### config.mk
export PLATFORM = sky130hd
export DESIGN_NAME = mem_access_stage
export DESIGN_NICKNAME = d
export VERILOG_FILES = /design/src/rtl/mips_mem_pkg.sv /design/src/rtl/load_aligner.sv /design/src/rtl/mem_access_stage.sv
export SDC_FILE = /design/constraint.sdc
export NUM_CORES = 1
export LEC_CHECK = 0
export BUFFER_PORTS_ARGS = -buffer_cell sky130_fd_sc_hd__buf_2
export CORE_AREA = 3 3 125 127
export DETAILED_ROUTE_END_ITERATION = 10
export DIE_AREA = 0 0 128 130
export PLACE_DENSITY = 0.85
export SETUP_SLACK_MARGIN = 0.02
export SLEW_MARGIN = 25
export SYNTH_ARGS = -nofsm -noshare
export SYNTH_HDL_FRONTEND = slang
export SYNTH_SLANG_ARGS = --single-unit
### constraint.sdc
create_clock -name clk -period 4.7 [get_ports clk]
set_input_delay 0.235 -clock clk [delete_from_list [all_inputs] [get_ports clk]]
set_output_delay 0.235 -clock clk [all_outputs]
set_load 0.005 [all_outputs]
### src/rtl/mips_mem_pkg.sv
// Shared encodings for the MEM stage: access sizes, FSM states, byte-enable patterns.
package mips_mem_pkg;

  typedef enum logic {
    StIdle   = 1'b0,
    StAccess = 1'b1
  } state_e;

  localparam logic [1:0] SizeByte = 2'b00;
  localparam logic [1:0] SizeHalf = 2'b01;
  localparam logic [1:0] SizeWord = 2'b10;

  // Big-endian lanes: offset 0 lives in bits [31:24], i.e. memBe[3].
  localparam logic [3:0] BeByte0  = 4'b1000;
  localparam logic [3:0] BeHalfHi = 4'b1100;
  localparam logic [3:0] BeHalfLo = 4'b0011;
  localparam logic [3:0] BeWord   = 4'b1111;

  function automatic logic [3:0] byte_enables(input logic [1:0] size, input logic [1:0] off);
    logic [3:0] be;
    case (size)
      SizeByte: be = BeByte0 >> off;
      SizeHalf: be = off[1] ? BeHalfLo : BeHalfHi;
      default:  be = BeWord;
    endcase
    return be;
  endfunction

  function automatic logic is_misaligned(input logic [1:0] size, input logic [1:0] off);
    logic mis;
    case (size)
      SizeByte: mis = 1'b0;
      SizeHalf: mis = off[0];
      default:  mis = |off;
    endcase
    return mis;
  endfunction

endpackage

### src/rtl/load_aligner.sv
// Picks the addressed big-endian lane out of a read word and zero/sign-extends it.
module load_aligner
  import mips_mem_pkg::*;
#(
  parameter int unsigned DATA_W = 32
) (
  input  logic [DATA_W-1:0] rdata_i,
  input  logic [1:0]        offset_i,
  input  logic [1:0]        size_i,
  input  logic              signed_i,
  output logic [DATA_W-1:0] data_o
);

  logic [7:0]  byte_sel;
  logic [15:0] half_sel;

  always_comb begin
    byte_sel = 8'h00;
    unique case (offset_i)
      2'b00: byte_sel = rdata_i[31:24];
      2'b01: byte_sel = rdata_i[23:16];
      2'b10: byte_sel = rdata_i[15:8];
      2'b11: byte_sel = rdata_i[7:0];
    endcase
    half_sel = offset_i[1] ? rdata_i[15:0] : rdata_i[31:16];

    case (size_i)
      SizeByte: data_o = {{(DATA_W-8){signed_i & byte_sel[7]}}, byte_sel};
      SizeHalf: data_o = {{(DATA_W-16){signed_i & half_sel[15]}}, half_sel};
      default:  data_o = rdata_i;
    endcase
  end

endmodule

### src/rtl/mem_access_stage.sv
// MEM pipeline stage: branch resolve, req/ack data-memory access, registered MEM/WB outputs.
// Define MEM_MISALIGN_TRAP_EN to trap misaligned half/word accesses instead of truncating.
module mem_access_stage
  import mips_mem_pkg::*;
#(
  parameter int unsigned DATA_W   = 32,
  parameter int unsigned MAX_WAIT = 16
) (
  input  logic              clk,
  input  logic              reset,
  input  logic              exValid,
  input  logic [DATA_W-1:0] aluResult,
  input  logic [DATA_W-1:0] storeData,
  input  logic [DATA_W-1:0] addResult,
  input  logic              zero,
  input  logic              branch,
  input  logic              memRead,
  input  logic              memWrite,
  input  logic [1:0]        memSize,
  input  logic              loadSigned,
  input  logic              regWriteIn,
  input  logic [4:0]        writeRegIn,
  output logic              memReq,
  output logic              memWe,
  output logic [DATA_W-1:0] memAddr,
  output logic [DATA_W-1:0] memWdata,
  output logic [3:0]        memBe,
  input  logic              memAck,
  input  logic [DATA_W-1:0] memRdata,
  output logic              stall,
  output logic              pcSrc,
  output logic [DATA_W-1:0] branchTarget,
  output logic              wbValid,
  output logic [DATA_W-1:0] wbData,
  output logic [4:0]        wbReg,
  output logic              wbRegWrite,
  output logic              busError
`ifdef MEM_MISALIGN_TRAP_EN
  ,
  output logic              misalign
`endif
);

  localparam int unsigned CntW = $clog2(MAX_WAIT);

  state_e            state_q, state_d;
  logic [CntW-1:0]   cnt_q, cnt_d;
  logic [DATA_W-1:0] alu_q, alu_d;
  logic [DATA_W-1:0] wdata_q, wdata_d;
  logic [3:0]        be_q, be_d;
  logic [1:0]        off_q, off_d;
  logic [1:0]        size_q, size_d;
  logic              we_q, we_d;
  logic              signed_q, signed_d;
  logic              regwr_q, regwr_d;
  logic [4:0]        reg_q, reg_d;

  logic              wb_valid_q, wb_valid_d;
  logic [DATA_W-1:0] wb_data_q, wb_data_d;
  logic [4:0]        wb_reg_q, wb_reg_d;
  logic              wb_regwr_q, wb_regwr_d;
  logic              bus_error_q, bus_error_d;
`ifdef MEM_MISALIGN_TRAP_EN
  logic              misalign_q, misalign_d;
  // Set for the cycle after a trap: the stalled instruction is still presented and must be dropped.
  logic              trap_q, trap_d;
`endif

  logic              stall_c;
  logic              mem_op;
  logic [1:0]        off_in;
  logic [DATA_W-1:0] wdata_in;
  logic [DATA_W-1:0] load_data;

  assign mem_op = memRead | memWrite;

  // Sub-word offsets are forced to natural alignment before lanes are chosen.
  always_comb begin
    case (memSize)
      SizeByte: begin
        off_in   = aluResult[1:0];
        wdata_in = {(DATA_W/8){storeData[7:0]}};
      end
      SizeHalf: begin
        off_in   = {aluResult[1], 1'b0};
        wdata_in = {(DATA_W/16){storeData[15:0]}};
      end
      default: begin
        off_in   = 2'b00;
        wdata_in = storeData;
      end
    endcase
  end

  load_aligner #(
    .DATA_W(DATA_W)
  ) u_load_aligner (
    .rdata_i (memRdata),
    .offset_i(off_q),
    .size_i  (size_q),
    .signed_i(signed_q),
    .data_o  (load_data)
  );

  always_comb begin
    state_d     = state_q;
    cnt_d       = cnt_q;
    alu_d       = alu_q;
    wdata_d     = wdata_q;
    be_d        = be_q;
    off_d       = off_q;
    size_d      = size_q;
    we_d        = we_q;
    signed_d    = signed_q;
    regwr_d     = regwr_q;
    reg_d       = reg_q;
    wb_valid_d  = 1'b0;
    wb_data_d   = wb_data_q;
    wb_reg_d    = wb_reg_q;
    wb_regwr_d  = wb_regwr_q;
    bus_error_d = 1'b0;
    stall_c     = 1'b0;
`ifdef MEM_MISALIGN_TRAP_EN
    misalign_d  = 1'b0;
    trap_d      = 1'b0;
`endif

    unique case (state_q)
      StIdle: begin
`ifdef MEM_MISALIGN_TRAP_EN
        if (trap_q) begin
          // Drop the held copy of the trapped instruction; upstream advances now.
        end else
`endif
        if (exValid && !mem_op) begin
          wb_valid_d = 1'b1;
          wb_data_d  = aluResult;
          wb_reg_d   = writeRegIn;
          wb_regwr_d = regWriteIn;
`ifdef MEM_MISALIGN_TRAP_EN
        end else if (exValid && is_misaligned(memSize, aluResult[1:0])) begin
          stall_c    = 1'b1;
          trap_d     = 1'b1;
          misalign_d = 1'b1;
          wb_valid_d = 1'b1;
          wb_data_d  = aluResult;
          wb_reg_d   = writeRegIn;
          wb_regwr_d = 1'b0;
`endif
        end else if (exValid) begin
          stall_c  = 1'b1;
          state_d  = StAccess;
          cnt_d    = '0;
          alu_d    = aluResult;
          wdata_d  = wdata_in;
          be_d     = byte_enables(memSize, off_in);
          off_d    = off_in;
          size_d   = memSize;
          we_d     = memWrite;
          signed_d = loadSigned;
          regwr_d  = regWriteIn & ~memWrite;
          reg_d    = writeRegIn;
        end
      end
      StAccess: begin
        stall_c = 1'b1;
        cnt_d   = cnt_q + 1'b1;
        if (memAck) begin
          stall_c    = 1'b0;
          state_d    = StIdle;
          wb_valid_d = 1'b1;
          wb_data_d  = we_q ? alu_q : load_data;
          wb_reg_d   = reg_q;
          wb_regwr_d = regwr_q;
        end else if (cnt_q == CntW'(MAX_WAIT - 1)) begin
          // The instruction retires with an error, so upstream is released here too.
          stall_c     = 1'b0;
          state_d     = StIdle;
          bus_error_d = 1'b1;
          wb_valid_d  = 1'b1;
          wb_data_d   = alu_q;
          wb_reg_d    = reg_q;
          wb_regwr_d  = 1'b0;
        end
      end
    endcase
  end

  always_ff @(posedge clk or posedge reset) begin
    if (reset) begin
      state_q     <= StIdle;
      cnt_q       <= '0;
      alu_q       <= '0;
      wdata_q     <= '0;
      be_q        <= '0;
      off_q       <= '0;
      size_q      <= '0;
      we_q        <= 1'b0;
      signed_q    <= 1'b0;
      regwr_q     <= 1'b0;
      reg_q       <= '0;
      wb_valid_q  <= 1'b0;
      wb_data_q   <= '0;
      wb_reg_q    <= '0;
      wb_regwr_q  <= 1'b0;
      bus_error_q <= 1'b0;
`ifdef MEM_MISALIGN_TRAP_EN
      misalign_q  <= 1'b0;
      trap_q      <= 1'b0;
`endif
    end else begin
      state_q     <= state_d;
      cnt_q       <= cnt_d;
      alu_q       <= alu_d;
      wdata_q     <= wdata_d;
      be_q        <= be_d;
      off_q       <= off_d;
      size_q      <= size_d;
      we_q        <= we_d;
      signed_q    <= signed_d;
      regwr_q     <= regwr_d;
      reg_q       <= reg_d;
      wb_valid_q  <= wb_valid_d;
      wb_data_q   <= wb_data_d;
      wb_reg_q    <= wb_reg_d;
      wb_regwr_q  <= wb_regwr_d;
      bus_error_q <= bus_error_d;
`ifdef MEM_MISALIGN_TRAP_EN
      misalign_q  <= misalign_d;
      trap_q      <= trap_d;
`endif
    end
  end

  // Bus fields are only driven while a request is open.
  assign memReq       = (state_q == StAccess);
  assign memWe        = memReq & we_q;
  assign memAddr      = memReq ? {alu_q[DATA_W-1:2], 2'b00} : '0;
  assign memWdata     = memReq ? wdata_q : '0;
  assign memBe        = memReq ? be_q : 4'b0000;
  assign stall        = stall_c & ~reset;
  assign pcSrc        = exValid & branch & zero & ~reset;
  assign branchTarget = addResult;
  assign wbValid      = wb_valid_q;
  assign wbData       = wb_data_q;
  assign wbReg        = wb_reg_q;
  assign wbRegWrite   = wb_regwr_q;
  assign busError     = bus_error_q;
`ifdef MEM_MISALIGN_TRAP_EN
  assign misalign     = misalign_q;
`endif

endmodule

==> results.md, run 1 <==
- The post-route antenna net violation count is 0.
- The estimated wirelength of the detail-placed design is 15.29 mm.
- Counting instances in the post-synthesis netlist gives the leading cell types as sky130_fd_sc_hd__nand2_1, sky130_fd_sc_hd__dfrtp_1, sky130_fd_sc_hd__o21ai_0.
- The uppermost metal layer occupied by signal nets is met5.
- Buffers placed on the I/O ports in this run total 222.
- The TritonCTS buffer count is 17.
- The category of the worst setup path launch point is a flip-flop.
- The initial cell density of the core is 48.73%.
- Detailed routing placed a total of 2.016 mm of wire on met3.
- The fill cell total of the finished layout is 1290.
- After layout, the minimum clock period comes to 2.913 ns.
- The post-synthesis async set-or-reset flop share is 100.0%.
- The number of search-and-repair iterations in the first detailed-routing pass is 5.
- The maximum clock frequency is 343.2 MHz.
- STA classifies the critical path endpoint as a flip-flop.
- Clock skew on the completed layout was measured at 0.009065 ns.
- The worst min-delay path class is input pin to asynchronous set/reset pin.
- After detailed routing, the average wire length per cell comes to 18.13 um.
- The initialized floorplan defines 44 standard-cell rows.
- After detailed routing, the number of vias per cell comes to 5.619.
- The power per cell area is 539.4 nW/um^2.
- Including well taps, the total number of placed cells is 1171.
- Summed over all instances, the cell type with the most area after synthesis is sky130_fd_sc_hd__dfrtp_1.
- The number of library cell types mapped by synthesis is 47.
- The CTS tree is yes.
- In the routed design, unresolved DRC markers number 0.
- The mean instance size in the synthesized netlist is 8.313 sq um.
- The mapped netlist covers 7083 sq um.
- The critical path is of the flip-flop to flip-flop type.
- The number of max-cap violations is 0.
- The detailed router's first-iteration violation count is 693.
- The routed design uses 10.59 mm of met2 wire.
- By area the synthesized netlist is led by sky130_fd_sc_hd__dfrtp_1, sky130_fd_sc_hd__nand2_1, sky130_fd_sc_hd__mux2i_1.
- The clock-pin slew on the worst setup and hold paths is 0.06 ns.
- The count of vias placed by the detailed router is 6771.
- Summed over all layers, the global routing overflow is 0.
- On the final layout, the worst hold slack is -0.008162 ns.
- For this design the top-level I/O count stands at 289.
- The combined global-route utilization of all metal layers is 25.82%.
- The max-slew violation count is 0.
- The maximum fanout along the worst path is 55.
- The area share of the leading cell type in the synthesized netlist is 44.16%.
- Of the total power, the clock network draws 29.9%.
- The final count of hold timing violations is 6.
- The warning count from the yosys run is 0.
- The hold-fix buffer count after cts is 0.
- The switching power share of the total is 34.48%.
- Setup repair after global routing left no endpoint under its margin.
- In this run the power spent charging and discharging nets is 1604 uW.
- The die area is 16640 sq um.
- Entering global routing, the biggest net connects 65 pins.
- The buffers inserted during post-CTS setup optimization is 0.
- Setup violations remaining at the end of the flow were counted as 0.
- The run finished, with violations left.
- After detailed routing, the wire length on met1 is 8.412 mm.
- The sum of negative setup slack is 0 ns.
- At the end of routability-driven placement, the weighted congestion stood at 0.8534.
- The area added between synthesis and finish is 21.80%.
- The clock net in this run drives a total of 125 sinks.
- In this run, synthesis produced a sequential element count of 125.
- Overall power consumption after layout is estimated at 4654 uW.
- The flip-flop cell with the highest count after synthesis is sky130_fd_sc_hd__dfrtp_1.
- Of the available clock period, the critical path in the final layout requires 61.99%.
- The internal power of the cells is 3049 uW.
- The via count of the first global-routing pass is 6439.
- The x dimension of the die is 128 um.
- The leading cell type by number of instances after synthesis is sky130_fd_sc_hd__nand2_1.
- The clock tree buffer depth is 2.
- The required arrival time at the worst endpoint is 4.95 ns.
- The final routed wirelength across all metal layers is 21.84 mm.
- The power share of the sequential group is 37.3%.
- The number of antenna violations at the first check in global routing is 3.
- The post-route netlist has 27.48% of its cells at a drive strength greater than 1.
- The analysis attributes to cell leakage a power of 0.004485 uW.
- Of the total power, combinational logic draws 32.8%.
- The data arrival time of the worst path is 3.17 ns.
- Yosys mapped a number of flops with a built-in enable equal to 0.
- The number of cells in the finished layout apart from fillers is 1205.
- The worst-margin pin slew is 1.085 ns.
- The core footprint is 14530 sq um.
- Measured against its own limit, the worst slew margin works out to 27.39%.
- The H-tree depth is 4.
- Across the VDD grid, the largest voltage drop is 297.7 uV.
- The gate count of the mapped netlist is 852.
- The part of the Yosys area used for sequential elements is 44.16%.
- The final reports fail on negative hold slack.
- Clock tree synthesis selected as its root buffer the cell sky130_fd_sc_hd__clkbuf_16.
- The wire length of the first global-routing pass is 33.48 mm.
- Clock latency on the worst-skew pair, taken at its later pin, is 0.41 ns.
- The layout net count is 1153.
- After clock tree synthesis, the repair step resized 0 gates.
- Measured along the y axis, the die boundary spans 130 um.
-- worst max-delay path, stage by stage, from the launching register on --
cell,delay [ns]
sky130_fd_sc_hd__dfrtp_2,0.71
sky130_fd_sc_hd__inv_1,0.60
sky130_fd_sc_hd__o21a_4,0.66
sky130_fd_sc_hd__clkinv_2,0.41
sky130_fd_sc_hd__mux2i_1,0.26
sky130_fd_sc_hd__o21ai_0,0.12
-- flip-flops by register name (all words and copies together), names as in the netlist, 4 cells and up --
register and flops:
cnt_q 4, wbReg 5, reg_q 5, wbData 32, be_q 4, alu_q 32
wdata_q 32
-- power groups by stage --
stage / Clock [uW] / Sequential [uW] / Combinational, uW
CTS: 1410 / 1730 / 1520
finish: 1390 / 1740 / 1530
global route: 1460 / 1790 / 1700
detailed placement: 0 / 1740 / 1510
global placement: 0 / 1730 / 1460
floorplan: 0 / 1660 / 982
-- kinds of logic after synthesis --
kind of cell / Yosys count / synth area share, %
and+or+nand+nor: 384 / 23.95
AOI/OAI and AO/OA: 175 / 15.93
DFF: 125 / 44.16
buffers and inverters: 118 / 8.726
muxes: 47 / 6.871
adders and majority gates: 1 / 0.1766
other: 1 / 0.05294
xor gates and xnor gates: 1 / 0.1237
-- through the flow --
step	util [%]	cell area, sq um	hold WS, ns	worst slack (ns)
3_3_place_gp	54.81	7966	0.4416	1.484
3_5_place_dp	54.83	7969	0.4474	1.346
5_1_grt	59.34	8625	0.02950	1.551
4_1_cts	59.07	8586	0.01074	1.326
2_1_floorplan	-	7087	0.3067	1.113
6_report	59.36	8627	-0.008162	1.787
-- path summary, 6_finish.rpt --
check | from | end | slack, ns | depth (start not counted)
setup / recovery | memReq$_DFF_PP0_ | wbData[8]$_DFFE_PP0P_ | 1.79 | 5
hold / removal | reset | be_q[3]$_DFFE_PP0P_ | -0.008 | 2
setup reg to reg | memReq$_DFF_PP0_ | wbData[8]$_DFFE_PP0P_ | 1.79 | 5
hold reg to reg | wdata_q[29]$_DFFE_PP0P_ | wdata_q[29]$_DFFE_PP0P_ | 0.47 | 2
max in group asynchronous | reset | memReq$_DFF_PP0_ | 3.34 | 3
min in group clk | writeRegIn[1] | reg_q[1]$_DFFE_PP0P_ | 0.02 | 3
-- routing by layer --
metal | up-vias | track usage (%)
met2 | 388 | 42.58
met5 | - | 0
li1 | 3136 | -
met3 | 74 | 6.754
met4 | 4 | 12.61
met1 | 3169 | 31.65
-- area by class of cell --
| class | instances | area [sq um] | share of cell area, % |
|---|---|---|---|
| inverters | 24 | 93.84 | 1.088 |
| well taps | 184 | 230.2 | 2.669 |
| clock inverters | 7 | 135.1 | 1.566 |
| repair buffers | 229 | 1184 | 13.72 |
| diodes | 2 | 5.005 | 0.05801 |
| clock buffers | 24 | 481.7 | 5.584 |
| multi-input cells | 610 | 3368 | 39.04 |
| flip-flops and latches | 125 | 3129 | 36.27 |
-- cells in the final DEF, fill, tap and decap left out, types with 2 or more instances in the layout --
master	synthesis	final
sky130_fd_sc_hd__clkbuf_1	45	4
sky130_fd_sc_hd__a31oi_1	4	4
sky130_fd_sc_hd__and2_1	51	51
sky130_fd_sc_hd__o21ai_1	14	13
sky130_fd_sc_hd__inv_1	23	22
sky130_fd_sc_hd__buf_4	34	6
sky130_fd_sc_hd__diode_2	0	2
sky130_fd_sc_hd__nor2b_1	4	2
sky130_fd_sc_hd__a22o_1	2	2
sky130_fd_sc_hd__a31o_2	4	4
sky130_fd_sc_hd__clkbuf_8	0	3
sky130_fd_sc_hd__mux2i_1	43	43
sky130_fd_sc_hd__dfrtp_1	125	124
sky130_fd_sc_hd__clkinv_2	1	4
sky130_fd_sc_hd__a311o_1	6	6
sky130_fd_sc_hd__a221oi_1	2	2
sky130_fd_sc_hd__a21oi_1	33	33
sky130_fd_sc_hd__a211oi_1	5	5
sky130_fd_sc_hd__o22a_1	2	2
sky130_fd_sc_hd__o211ai_1	7	7
sky130_fd_sc_hd__nand3_1	19	19
sky130_fd_sc_hd__o22ai_1	15	15
sky130_fd_sc_hd__nand2_1	237	237
sky130_fd_sc_hd__nand2b_1	22	22
sky130_fd_sc_hd__bufinv_16	0	4
sky130_fd_sc_hd__a31o_1	12	12
sky130_fd_sc_hd__a221oi_2	6	6
sky130_fd_sc_hd__buf_2	1	222
sky130_fd_sc_hd__nor3_1	7	7
sky130_fd_sc_hd__and3_1	2	2
sky130_fd_sc_hd__conb_1	1	2
sky130_fd_sc_hd__clkbuf_16	0	17
sky130_fd_sc_hd__o21ai_0	54	54
sky130_fd_sc_hd__mux2_2	3	3
sky130_fd_sc_hd__nor2_1	38	37
sky130_fd_sc_hd__nor2b_2	0	2
No activity file was read; power rests on OpenSTA's default activity.
==> run 2: changes to the inputs <==
CORE_AREA = 3 3 131 133   (was 3 3 125 127)
DIE_AREA = 0 0 134 136   (was 0 0 128 130)
PLACE_DENSITY = 0.81   (was 0.85)
clock period = 2.5 ns   (was 4.7 ns; I/O delays follow)
==> results.md, run 2 (synthesis gave the netlist of run 1 again) <==
- The flow ran to the end, and the final reports show no timing, DRC or antenna violations.
- VDD sags by at most 533.4 uV.
- The combinational share of power is 35.1%.
- Hold timing on the final database bottoms out at a slack of 0.01154 ns.
- The routed design could run at a clock period as short as 2.275 ns.
- The power consumption is 8716 uW.
- The die covers 18220 sq um.
- The CTS tree is yes.
- The largest net degree at the start of global routing is 65.
- In this run the worst path has a maximum fanout of 20.
- Cells with a size suffix above 1 make up 26.91% of the layout.
- The H-tree depth is 4.
- The first global-routing pass estimated 36.42 mm of wire.
- The critical register-to-register path endpoint is wbData[8]$_DFFE_PP0P_.
- The via count normalized by instance count is 5.417.
- In this run the worst setup path begins at cnt_q[0]$_DFFE_PP0P_.
- Cell internal power was estimated by the tool at 5655 uW.
- The number of setup violations in the final report is 0.
- The analysis attributes to cell leakage a power of 0.004763 uW.
- For the pin with the worst max-slew slack, the measured transition is 0.7964 ns.
- The detailed router placed 7053 vias in this run.
- From bottom edge to top edge, the die measures 136 um.
- The final count of hold timing violations came to 0.
- The flop-to-flop setup slack is 0.22 ns.
- The path with the worst hold slack has its endpoint at alu_q[0]$_DFFE_PP0P_.
- In the finished design, the share of the clock period the worst path needs comes to 91.01%.
- The number of instances resized during post-cts repair is 0.
- The weighted congestion at the end of routability-driven global placement is 0.8860.
- The power share of the sequential group is 37.0%.
- The clock arrives with 0.007839 ns of skew.
- The cell depth of the worst flop-to-flop path is 6.
- In this run the clock root is driven by a sky130_fd_sc_hd__clkbuf_16.
- The worst hold path cell count is 3.
- The initial cell density of the core is 44.43%.
- For this design, the CTS-stage hold fixing added 55 buffers.
- The startpoint identified for the worst hold timing path is aluResult[0].
- In the layout the commonest cells are sky130_fd_sc_hd__nand2_1, sky130_fd_sc_hd__buf_2, sky130_fd_sc_hd__dfrtp_1, sky130_fd_sc_hd__dlygate4sd3_1, sky130_fd_sc_hd__o21ai_0.
- The number of design rule violations left after detail routing is 0.
- The HPWL after detailed placement is 16.01 mm.
- Summed over all layers, the routed wires come to 22.92 mm.
- The worst slew slack as a fraction of its limit is 46.91%.
- The via count of the first global-routing pass is 6996.
- After global routing the overflow that remains totals 0.
- After the first detailed-routing iteration, the DRC count stood at 487.
- The average wire length per cell after detail routing is 17.61 um.
- After clock tree synthesis, the clock-pin slew on the worst setup and hold paths is 0.06 ns.
- The worst min-delay path class is input pin to flip-flop.
- The required arrival time at the worst endpoint is 2.77 ns.
- After floorplanning, the core was divided into 46 placement rows.
- The worst setup path is captured at a flip-flop.
- The core region is 15940 sq um.
- The most frequent standard cell in the layout excluding fill and tap cells is sky130_fd_sc_hd__nand2_1.
- The category of the worst setup path launch point is a flip-flop.
- For this run, the share of the core covered by cells in the final layout is 58.31%.
- The relative contribution of the clock network to total power is 27.9%.
- The buffers inserted during post-CTS setup optimization is 0.
- The switching component of the power is 3061 uW.
- At the worst endpoint, the arrival time is 2.54 ns.
- The type of the setup path with the least slack is flip-flop to flip-flop.
- The number of clock sinks is 125.
- The post-route antenna net violation count is 0.
- The max-slew violation count was 0.
- The area added between synthesis and finish is 31.25%.
- In this run the power density over the cells is 937.6 nW/um^2.
- Timing would allow up to 439.5 MHz.
- Buffers inserted during clock tree synthesis total 17.
- The insertion delay of the later-clocked pin in the worst-skew pair is 0.41 ns.
- Net switching is 35.12% of the power.
- Measured along the x axis, the die boundary spans 134 um.
- The number of search-and-repair iterations in the first detailed-routing pass is 5.
- The combined global-route utilization of all metal layers is 25.19%.
- The layout net count is 1220.
- The startpoint identified for the worst register-to-register timing path is cnt_q[0]$_DFFE_PP0P_.
- The number of antenna violations at the first check in global routing was 1.
- The number of max-cap violations is 0.
- Setup repair after global routing left no endpoint under its margin.
- Pin placement for this block handled 289 I/O pins.
- The number of buffer cells added on primary ports is 222.
- The clock tree buffer depth is 2.
==> run 2: cell types whose count changed in the layout (fill, tap and decap cells not counted), moves of 2 or more <==
cell,previous run,this run
sky130_fd_sc_hd__buf_12,0,3
sky130_fd_sc_hd__bufinv_16,4,2
sky130_fd_sc_hd__clkinvlp_4,0,2
sky130_fd_sc_hd__buf_4,6,15
sky130_fd_sc_hd__clkbuf_1,4,2
sky130_fd_sc_hd__dlygate4sd3_1,0,55
==> run 2: how the worst max path moves through the flow <==
stage	to	slack, ns	cells past startpoint
after floorplan	pcSrc	-0.0003	2
after global placement	wbData[8]$_DFFE_PP0P_	0.31	6
after detailed placement	wbData[8]$_DFFE_PP0P_	0.22	6
after CTS	wbData[8]$_DFFE_PP0P_	0.22	6
after global routing	wbData[8]$_DFFE_PP0P_	0.02	6
final	wbData[8]$_DFFE_PP0P_	0.22	6
==> run 2: critical path: stages (launching register included) <==
cell and delay (ns):
sky130_fd_sc_hd__dfrtp_1 0.40, sky130_fd_sc_hd__ha_1 0.23, sky130_fd_sc_hd__a31oi_1 0.26, sky130_fd_sc_hd__o21a_2 0.51, sky130_fd_sc_hd__clkinv_2 0.38, sky130_fd_sc_hd__mux2i_1 0.25
sky130_fd_sc_hd__o21ai_0 0.10
==> run 2: metrics by stage <==
step,TNS [ns],setup slack (ns),cell area [sq um],std cells
floorplan,-0.0002984,-0.0002984,7091,853
CTS,0,0.2229,9294,1301
finish,0,0.2246,9296,1302
global placement,0,0.3052,8138,1215
detailed placement,0,0.2219,8168,1216
global route,0,0.02386,9296,1302
==> run 2: power groups by stage <==
stage	clock, uW	combinational [uW]	sequential (uW)
after global placement	0	2870	3210
after CTS	2470	3040	3210
after floorplan	0	1850	3120
after detailed placement	0	2960	3240
final	2440	3060	3230
after global routing	2570	3400	3310
==> run 2: layout make-up <==
class                   instances  area [sq um]
diodes                          1         2.502
clock inverters                 7         87.58
well taps                     216         270.3
clock buffers                  23         488.0
fillers                      1398          6646
inverters                      24         95.09
repair buffers                296          1862
multi-input cells             610          3359
flip-flops and latches        125          3132
==> run 2: per-layer routing <==
layer	up-vias	routed length [um]	track usage, %
met2	377	10790	41.13
met5	-	0	0
li1	3266	-	-
met3	69	1958	6.255
met1	3341	9249	31.10
met4	0	928	12.91
